File: src/rtl/product_mem_pkg.sv
// Shared definitions for the product memory and the multiplier side that fills it.
// The FSM state type and default geometry live here so both sides agree.
package product_mem_pkg;

    localparam int DEF_LOGDEPTH = 6;
    localparam int DEF_WIDTH    = 32;

    typedef enum logic {
        INIT  = 1'b0,
        READY = 1'b1
    } mem_state_e;

endpackage

File: src/rtl/product_mem_ram.sv
// Storage array for product_mem: synchronous write, registered read, write-first bypass.
// With PRODUCT_MEM_PARITY_EN defined each word carries an even-parity bit checked on read.
module product_mem_ram
    import product_mem_pkg::*;
#(
    parameter int LOGDEPTH = DEF_LOGDEPTH,
    parameter int WIDTH    = DEF_WIDTH
) (
    input  logic                clk,
    input  logic                rst,
    input  logic                we_i,
    input  logic [LOGDEPTH-1:0] waddr_i,
    input  logic [WIDTH-1:0]    wdata_i,
    input  logic                re_i,
    input  logic [LOGDEPTH-1:0] raddr_i,
`ifdef PRODUCT_MEM_PARITY_EN
    output logic                perr_o,
`endif
    output logic [WIDTH-1:0]    rdata_o
);

    localparam int DEPTH = 1 << LOGDEPTH;
`ifdef PRODUCT_MEM_PARITY_EN
    localparam int SW = WIDTH + 1;
`else
    localparam int SW = WIDTH;
`endif

    logic [SW-1:0]    mem_q [DEPTH];
    logic [SW-1:0]    wword;
    logic [SW-1:0]    rword;
    logic             byp;
    logic [WIDTH-1:0] rdata_q;

`ifdef PRODUCT_MEM_PARITY_EN
    // Parity bit chosen so the XOR over the whole stored word is zero.
    assign wword = {^wdata_i, wdata_i};
`else
    assign wword = wdata_i;
`endif

    assign byp   = we_i && (waddr_i == raddr_i);
    assign rword = byp ? wword : mem_q[raddr_i];

    always_ff @(posedge clk) begin
        if (we_i) begin
            mem_q[waddr_i] <= wword;
        end
    end

    always_ff @(posedge clk or negedge rst) begin
        if (!rst) begin
            rdata_q <= '0;
        end else if (re_i) begin
            rdata_q <= rword[WIDTH-1:0];
        end
    end

    assign rdata_o = rdata_q;

`ifdef PRODUCT_MEM_PARITY_EN
    logic perr_q;

    // One-cycle pulse aligned with the read data.
    always_ff @(posedge clk or negedge rst) begin
        if (!rst) begin
            perr_q <= 1'b0;
        end else begin
            perr_q <= re_i && (^rword);
        end
    end

    assign perr_o = perr_q;
`endif

endmodule

File: src/rtl/product_mem.sv
// Product memory: zeroing sweep after reset, then single-port-style write/read with a
// per-entry valid bitmap, fill counter and sticky unwritten-read flag. Option: PRODUCT_MEM_PARITY_EN.
module product_mem
    import product_mem_pkg::*;
#(
    parameter int LOGDEPTH = DEF_LOGDEPTH,
    parameter int WIDTH    = DEF_WIDTH
) (
    input  logic                clk,
    input  logic                rst,
    input  logic                EN_writeMem,
    input  logic [LOGDEPTH-1:0] writeMem_addr,
    input  logic [WIDTH-1:0]    writeMem_val,
    input  logic                EN_readMem,
    input  logic [LOGDEPTH-1:0] readMem_addr,
    output logic [WIDTH-1:0]    readMem_val,
    output logic                rd_valid,
    output logic                mem_ready,
    input  logic                clr_valid,
    output logic [LOGDEPTH:0]   fill_count,
    output logic                block_full,
`ifdef PRODUCT_MEM_PARITY_EN
    output logic                parity_err,
`endif
    output logic                rd_unwritten_err
);

    localparam int DEPTH = 1 << LOGDEPTH;
    localparam logic [LOGDEPTH:0] FULL = (LOGDEPTH + 1)'(DEPTH);
    localparam logic [LOGDEPTH:0] ONE  = (LOGDEPTH + 1)'(1);

    mem_state_e          state_q;
    logic [LOGDEPTH-1:0] ptr_q;
    logic [DEPTH-1:0]    valid_q, valid_d;
    logic [LOGDEPTH:0]   fill_q, fill_d;
    logic                err_q, err_d;
    logic                rdv_q;

    logic                ready;
    logic                wr_en, rd_en, rd_unwr;
    logic                ram_we;
    logic [LOGDEPTH-1:0] ram_waddr;
    logic [WIDTH-1:0]    ram_wdata;

    assign ready   = (state_q == READY);
    assign wr_en   = ready && EN_writeMem;
    assign rd_en   = ready && EN_readMem;
    assign rd_unwr = rd_en && !valid_q[readMem_addr]
                     && !(wr_en && (writeMem_addr == readMem_addr));

    // During the sweep the RAM write port belongs to the init pointer.
    assign ram_we    = ready ? wr_en : 1'b1;
    assign ram_waddr = ready ? writeMem_addr : ptr_q;
    assign ram_wdata = ready ? writeMem_val : '0;

    always_comb begin
        valid_d = valid_q;
        fill_d  = fill_q;
        err_d   = err_q;
        if (clr_valid) begin
            valid_d = '0;
            fill_d  = '0;
            err_d   = 1'b0;
            if (wr_en) begin
                valid_d[writeMem_addr] = 1'b1;
                fill_d                 = ONE;
            end
        end else begin
            if (wr_en && !valid_q[writeMem_addr]) begin
                valid_d[writeMem_addr] = 1'b1;
                fill_d                 = fill_q + ONE;
            end
            if (rd_unwr) begin
                err_d = 1'b1;
            end
        end
    end

    always_ff @(posedge clk or negedge rst) begin
        if (!rst) begin
            state_q <= INIT;
            ptr_q   <= '0;
            valid_q <= '0;
            fill_q  <= '0;
            err_q   <= 1'b0;
            rdv_q   <= 1'b0;
        end else begin
            rdv_q <= rd_en;
            case (state_q)
                INIT: begin
                    ptr_q <= ptr_q + 1'b1;
                    if (&ptr_q) begin
                        state_q <= READY;
                    end
                end
                READY: begin
                    valid_q <= valid_d;
                    fill_q  <= fill_d;
                    err_q   <= err_d;
                end
                default: state_q <= INIT;
            endcase
        end
    end

    product_mem_ram #(
        .LOGDEPTH (LOGDEPTH),
        .WIDTH    (WIDTH)
    ) u_ram (
        .clk     (clk),
        .rst     (rst),
        .we_i    (ram_we),
        .waddr_i (ram_waddr),
        .wdata_i (ram_wdata),
        .re_i    (rd_en),
        .raddr_i (readMem_addr),
`ifdef PRODUCT_MEM_PARITY_EN
        .perr_o  (parity_err),
`endif
        .rdata_o (readMem_val)
    );

    assign rd_valid         = rdv_q;
    assign mem_ready        = ready;
    assign fill_count       = fill_q;
    assign block_full       = (fill_q == FULL);
    assign rd_unwritten_err = err_q;

endmodule

File: config.mk
export PLATFORM = sky130hd
export DESIGN_NAME = product_mem
export DESIGN_NICKNAME = d
export VERILOG_FILES = /design/src/rtl/product_mem_pkg.sv /design/src/rtl/product_mem_ram.sv /design/src/rtl/product_mem.sv
export SDC_FILE = /design/constraint.sdc
export NUM_CORES = 2
export LEC_CHECK = 0
export BUFFER_PORTS_ARGS = -buffer_cell sky130_fd_sc_hd__buf_2
export CELL_PAD_IN_SITES_DETAIL_PLACEMENT = 2
export CELL_PAD_IN_SITES_GLOBAL_PLACEMENT = 2
export CORE_ASPECT_RATIO = 0.5
export CORE_MARGIN = 4
export CORE_UTILIZATION = 53
export CTS_BUF_LIST = sky130_fd_sc_hd__clkbuf_2 sky130_fd_sc_hd__clkbuf_4 sky130_fd_sc_hd__clkbuf_8
export DETAILED_ROUTE_END_ITERATION = 8
export GPL_ROUTABILITY_DRIVEN = 0
export PLACE_DENSITY = 0.82
export SLEW_MARGIN = 20
export SYNTH_ARGS = -nofsm -noshare
export SYNTH_HDL_FRONTEND = slang
export SYNTH_SLANG_ARGS = --single-unit
File: constraint.sdc
create_clock -name clk -period 4.3 [get_ports clk]
set_input_delay 1.29 -clock clk [delete_from_list [all_inputs] [get_ports clk]]
set_output_delay 1.29 -clock clk [all_outputs]
set_load 0.01 [all_outputs]
==> results of run 1 <==
-- cell usage after synthesis (13+ instances only) --
cell | count | area, um2
edfxtp_1 | 2048 | 61500
mux4_2 | 535 | 12000
nand2_1 | 196 | 736
clkbuf_1 | 135 | 507
a22o_1 | 130 | 1140
a221oi_1 | 129 | 1130
dfrtp_1 | 112 | 2800
nor2_1 | 112 | 420
buf_2 | 70 | 350
o22ai_1 | 64 | 400
o21ai_2 | 60 | 526
o21ai_0 | 41 | 205
and2_1 | 38 | 238
a31oi_1 | 34 | 213
mux2i_1 | 22 | 220
buf_1 | 20 | 75.1
nand3_1 | 13 | 65.1
-- stage by stage --
| step | TNS (ps) | hold slack (ps) |
|---|---|---|
| 3_3_place_gp | -85.0 | 478 |
| 2_1_floorplan | 0 | 459 |
-- kinds of logic after synthesis --
group | count (synthesis) | share of synthesized area
flops | 2160 | 0.768
mux | 562 | 0.147
compound gates | 494 | 0.0464
simple gates | 411 | 0.0217
buf+inv | 255 | 0.0152
xor+xnor | 11 | 0.00115
fa+ha+maj | 3 | 0.000448
==> results.md, run 1 <==
- Status: aborted with a tool error
- Fail Step: detailed placement
- Err: [ERROR DPL-0033] detailed placement checks failed during check placement.
- Ys flop type: edfxtp_1
- Post-synth cell types: 62
- Synth Instances: 3896
- Synth Net Count: 3948
- Async set or reset register ratio after synthesis: 0.0519
- Synth warnings: 0
- Post-synth EDFFs: 2048
- DIE HEIGHT: 289 um
- Starting Density: 0.538
- Synth Register Bits: 2160
- IO Count: 92
- Placed wire-length estimate: 215000 um
- I/O Buffers: 91
- Average cell area after synthesis: 21.5 um2
- Die width: 570 um
- Register area share after synthesis: 0.768
- Mapped Area: 0.0838 mm2
- Cell row count: 102
==> inputs of run 2 (changes only) <==
==> config.mk (replaced) <==
export PLATFORM = sky130hd
export DESIGN_NAME = product_mem
export DESIGN_NICKNAME = d
export VERILOG_FILES = /design/src/rtl/product_mem_pkg.sv /design/src/rtl/product_mem_ram.sv /design/src/rtl/product_mem.sv
export SDC_FILE = /design/constraint.sdc
export NUM_CORES = 2
export LEC_CHECK = 0
export BUFFER_PORTS_ARGS = -buffer_cell sky130_fd_sc_hd__buf_2
export CORE_MARGIN = 4
export CORE_UTILIZATION = 40
export DETAILED_ROUTE_END_ITERATION = 8
export GPL_ROUTABILITY_DRIVEN = 0
export PLACE_DENSITY_LB_ADDON = 0.15
export SLEW_MARGIN = 20
export SYNTH_ARGS = -nofsm -noshare
export SYNTH_HDL_FRONTEND = slang
export SYNTH_SLANG_ARGS = --single-unit
==> run 2 against run 1 <==
Compared with the run above:
- the run now ends clean
- synthesized area is the same
- synthesized cell count unchanged
==> results.md, run 2 <==
- Leading area contributor after synthesis: edfxtp_1
- Biggest register: u_ram.mem_q
- Global-route wire length before repair: 318000 um
- Rel. slew slack: 0.300
- GRT Total Usage: 0.204
- Average cell area after synthesis: 21.5 um2
- Area taken by multi-input logic gates: 0.0188 mm2
- Total die area: 0.217 mm2
- Worst-path maximum fanout: 32
- Cell row count: 167
- First-pass DRT Iterations: 7
- TritonCTS Buffers: 223
- I/O Buffers: 91
- Gr ovfl total: 0
- Kind of critical path: flip-flop to flip-flop
- Seq. cell area: 0.0643 mm2
- CP Launch Type: flip-flop
- Hold Buf Count CTS: 0
- Area fraction of the dominant cell type after synthesis: 0.734
- DRC Markers: 0
- Ys flop type: edfxtp_1
- Setup TNS: 0 ps
- Max FFs per register: 2048
- Via count: 41.6k
- Hold WC Path Type: input pin to async pin
- Worst vdd ir: 403 uV
- Overall routed net length: 222000 um
- Worst-path clk slew: 60 ps
- Most common cell after layout, fill and taps aside: edfxtp_1
- WP data arrival: 4270 ps
- Fin. Hold Viols: 0
- Final Setup Violations: 0
- Clk_skew: 48.8 ps
- Status: completed
- H-tree levels: 4
- Starting Density: 0.403
- RSZ-0062 raised after global routing: no
- Hold_ws: 416 ps
- Synth cell count leaders: 2048 x edfxtp_1, 535 x mux4_2, 196 x nand2_1
- PostCTS Resize Cnt: 0
- Filler Cells Inserted: 17.2k
- Total Power: 43.3 mW
- IO Count: 92
- Fmax: 286 MHz
- Slack of the worst reg-to-reg path: 800 ps
- Vias in the first global route: 43.0k
- Initial DRC Count: 3925
- Die width: 466 um
- Clock sink count: 2160
- Root buf cell: clkbuf_16
- DIE HEIGHT: 466 um
- Routed length per placed instance: 30.4 um
- Mapped Area: 0.0838 mm2
- P per Cell Area: 441 mW/mm2
- Largest net degree at the start of global routing: 65
- Most frequent cells in the layout: 2048 x edfxtp_1, 535 x mux4_2, 233 x buf_4
- Placed wire-length estimate: 130000 um
- CTS Buffer Depth: 3
- Fin. max-slew vios: 0
- Area grow syn2layout: 17.3%
- Pre-CTS setup slack: -137 ps
- R2R Path End: u_ram.rdata_o[18]$_DFFE_PN0P_
- FF-to-FF Start: mem_ready$_DFF_PN0_
- PnR worst setup slack: 798 ps
- Count of maximum capacitance violations: 0
- Tcrit/Tclk final: 0.814
- Lkg Pwr: 26.4 nW
- Worst slew pin tran: 1040 ps
- Synth Instances: 3896
- CTS tree: yes
- CP Capture Type: flip-flop
- Most frequent cell after synthesis: edfxtp_1
- Post-synth EDFFs: 2048
- Post-synth cell types: 62
- Initial antenna violation count: 7
- Layout cells sized above 1: 0.332
- Crit path time final: 3500 ps
- Synth warnings: 0
- Cells on worst reg2reg path: 8
- Final nets: 4355
- Required time of the critical path: 5070 ps
- Later-pin clock latency in the skew report: 850 ps
- Synth Register Bits: 2160
- Detail Route Antenna Nets: 0
- Largest cells by area after synthesis: edfxtp_1 73%, mux4_2 14%, dfrtp_1 3.3%, a22o_1 1.4%, a221oi_1 1.3%
- Synth Net Count: 3948
- Register area share after synthesis: 0.768
- Setup Fix Bufs, Post-CTS: 0
- Via density: 5.70
- Async set or reset register ratio after synthesis: 0.0519
- Core area: 0.208 mm2
run 2: kinds of logic after synthesis:
logic type | count (synthesis) | share of synthesized area
AND/OR/NAND/NOR | 411 | 0.0217
adder cells (fa/ha/maj) | 3 | 0.000448
multiplexers | 562 | 0.147
XOR/XNOR | 11 | 0.00115
AO/OA/AOI/OAI | 494 | 0.0464
flip-flops | 2160 | 0.768
buffers and inverters | 255 | 0.0152
run 2: worst max-delay path, cell delays in order, from the launching register on:
cell,delay [ps]
dfrtp_2,770
mux2i_1,890
xnor2_1,200
nor3_1,90
nand3_2,100
buf_4,480
o21ai_0,450
buf_4,260
a31oi_1,150
run 2: cell type report:
class	count	area share
timing repair buffer	430	0.0443
tap	2788	0.0355
clock inverter	138	0.0135
sequential	2160	0.654
antenna	5	0.000127
inverter	7	0.000267
clock buffer	276	0.0608
multi-input combinational	1481	0.191
run 2: how the worst max path moves through the flow:
stage | end | slack, ps | cells after the start | from
final | u_ram.rdata_o[18]$_DFFE_PN0P_ | 800 | 8 | mem_ready$_DFF_PN0_
after global routing | u_ram.rdata_o[18]$_DFFE_PN0P_ | 660 | 8 | mem_ready$_DFF_PN0_
after CTS | u_ram.rdata_o[18]$_DFFE_PN0P_ | 630 | 8 | mem_ready$_DFF_PN0_
after detailed placement | u_ram.rdata_o[18]$_DFFE_PN0P_ | -140 | 10 | readMem_addr[0]
after global placement | u_ram.rdata_o[18]$_DFFE_PN0P_ | -130 | 10 | readMem_addr[0]
after floorplan | u_ram.mem_q[32][0]$_DFFE_PP_ | 220 | 7 | writeMem_addr[2]
run 2: stage by stage:
stage / std cells / util / instance area (um2)
after floorplan: 3896 / - / 83800
after global placement: 6866 / 0.438 / 90900
after detailed placement: 6866 / 0.438 / 90900
after CTS: 7280 / 0.473 / 98200
after global routing: 7283 / 0.473 / 98300
final: 7285 / 0.473 / 98300
run 2: where the power goes:
group	switching, mW	total, mW	internal (mW)
clock	8.07	19.2	11.1
sequential	0	22.7	22.7
combinational	0.869	1.46	0.592
total	8.94	43.3	34.4
run 2: layer usage:
| layer | share of wire | vias up | global-route usage | wire length, um |
|---|---|---|---|---|
| li1 | - | 17400 | - | - |
| met1 | 0.42 | 22600 | 0.280 | 93100 |
| met2 | 0.49 | 1312 | 0.331 | 108000 |
| met3 | 0.062 | 290 | 0.0398 | 13800 |
| met4 | 0.030 | 0 | 0.0653 | 6550 |
| met5 | 0 | - | 0 | 0 |
No activity file was read; power rests on OpenSTA's default activity.
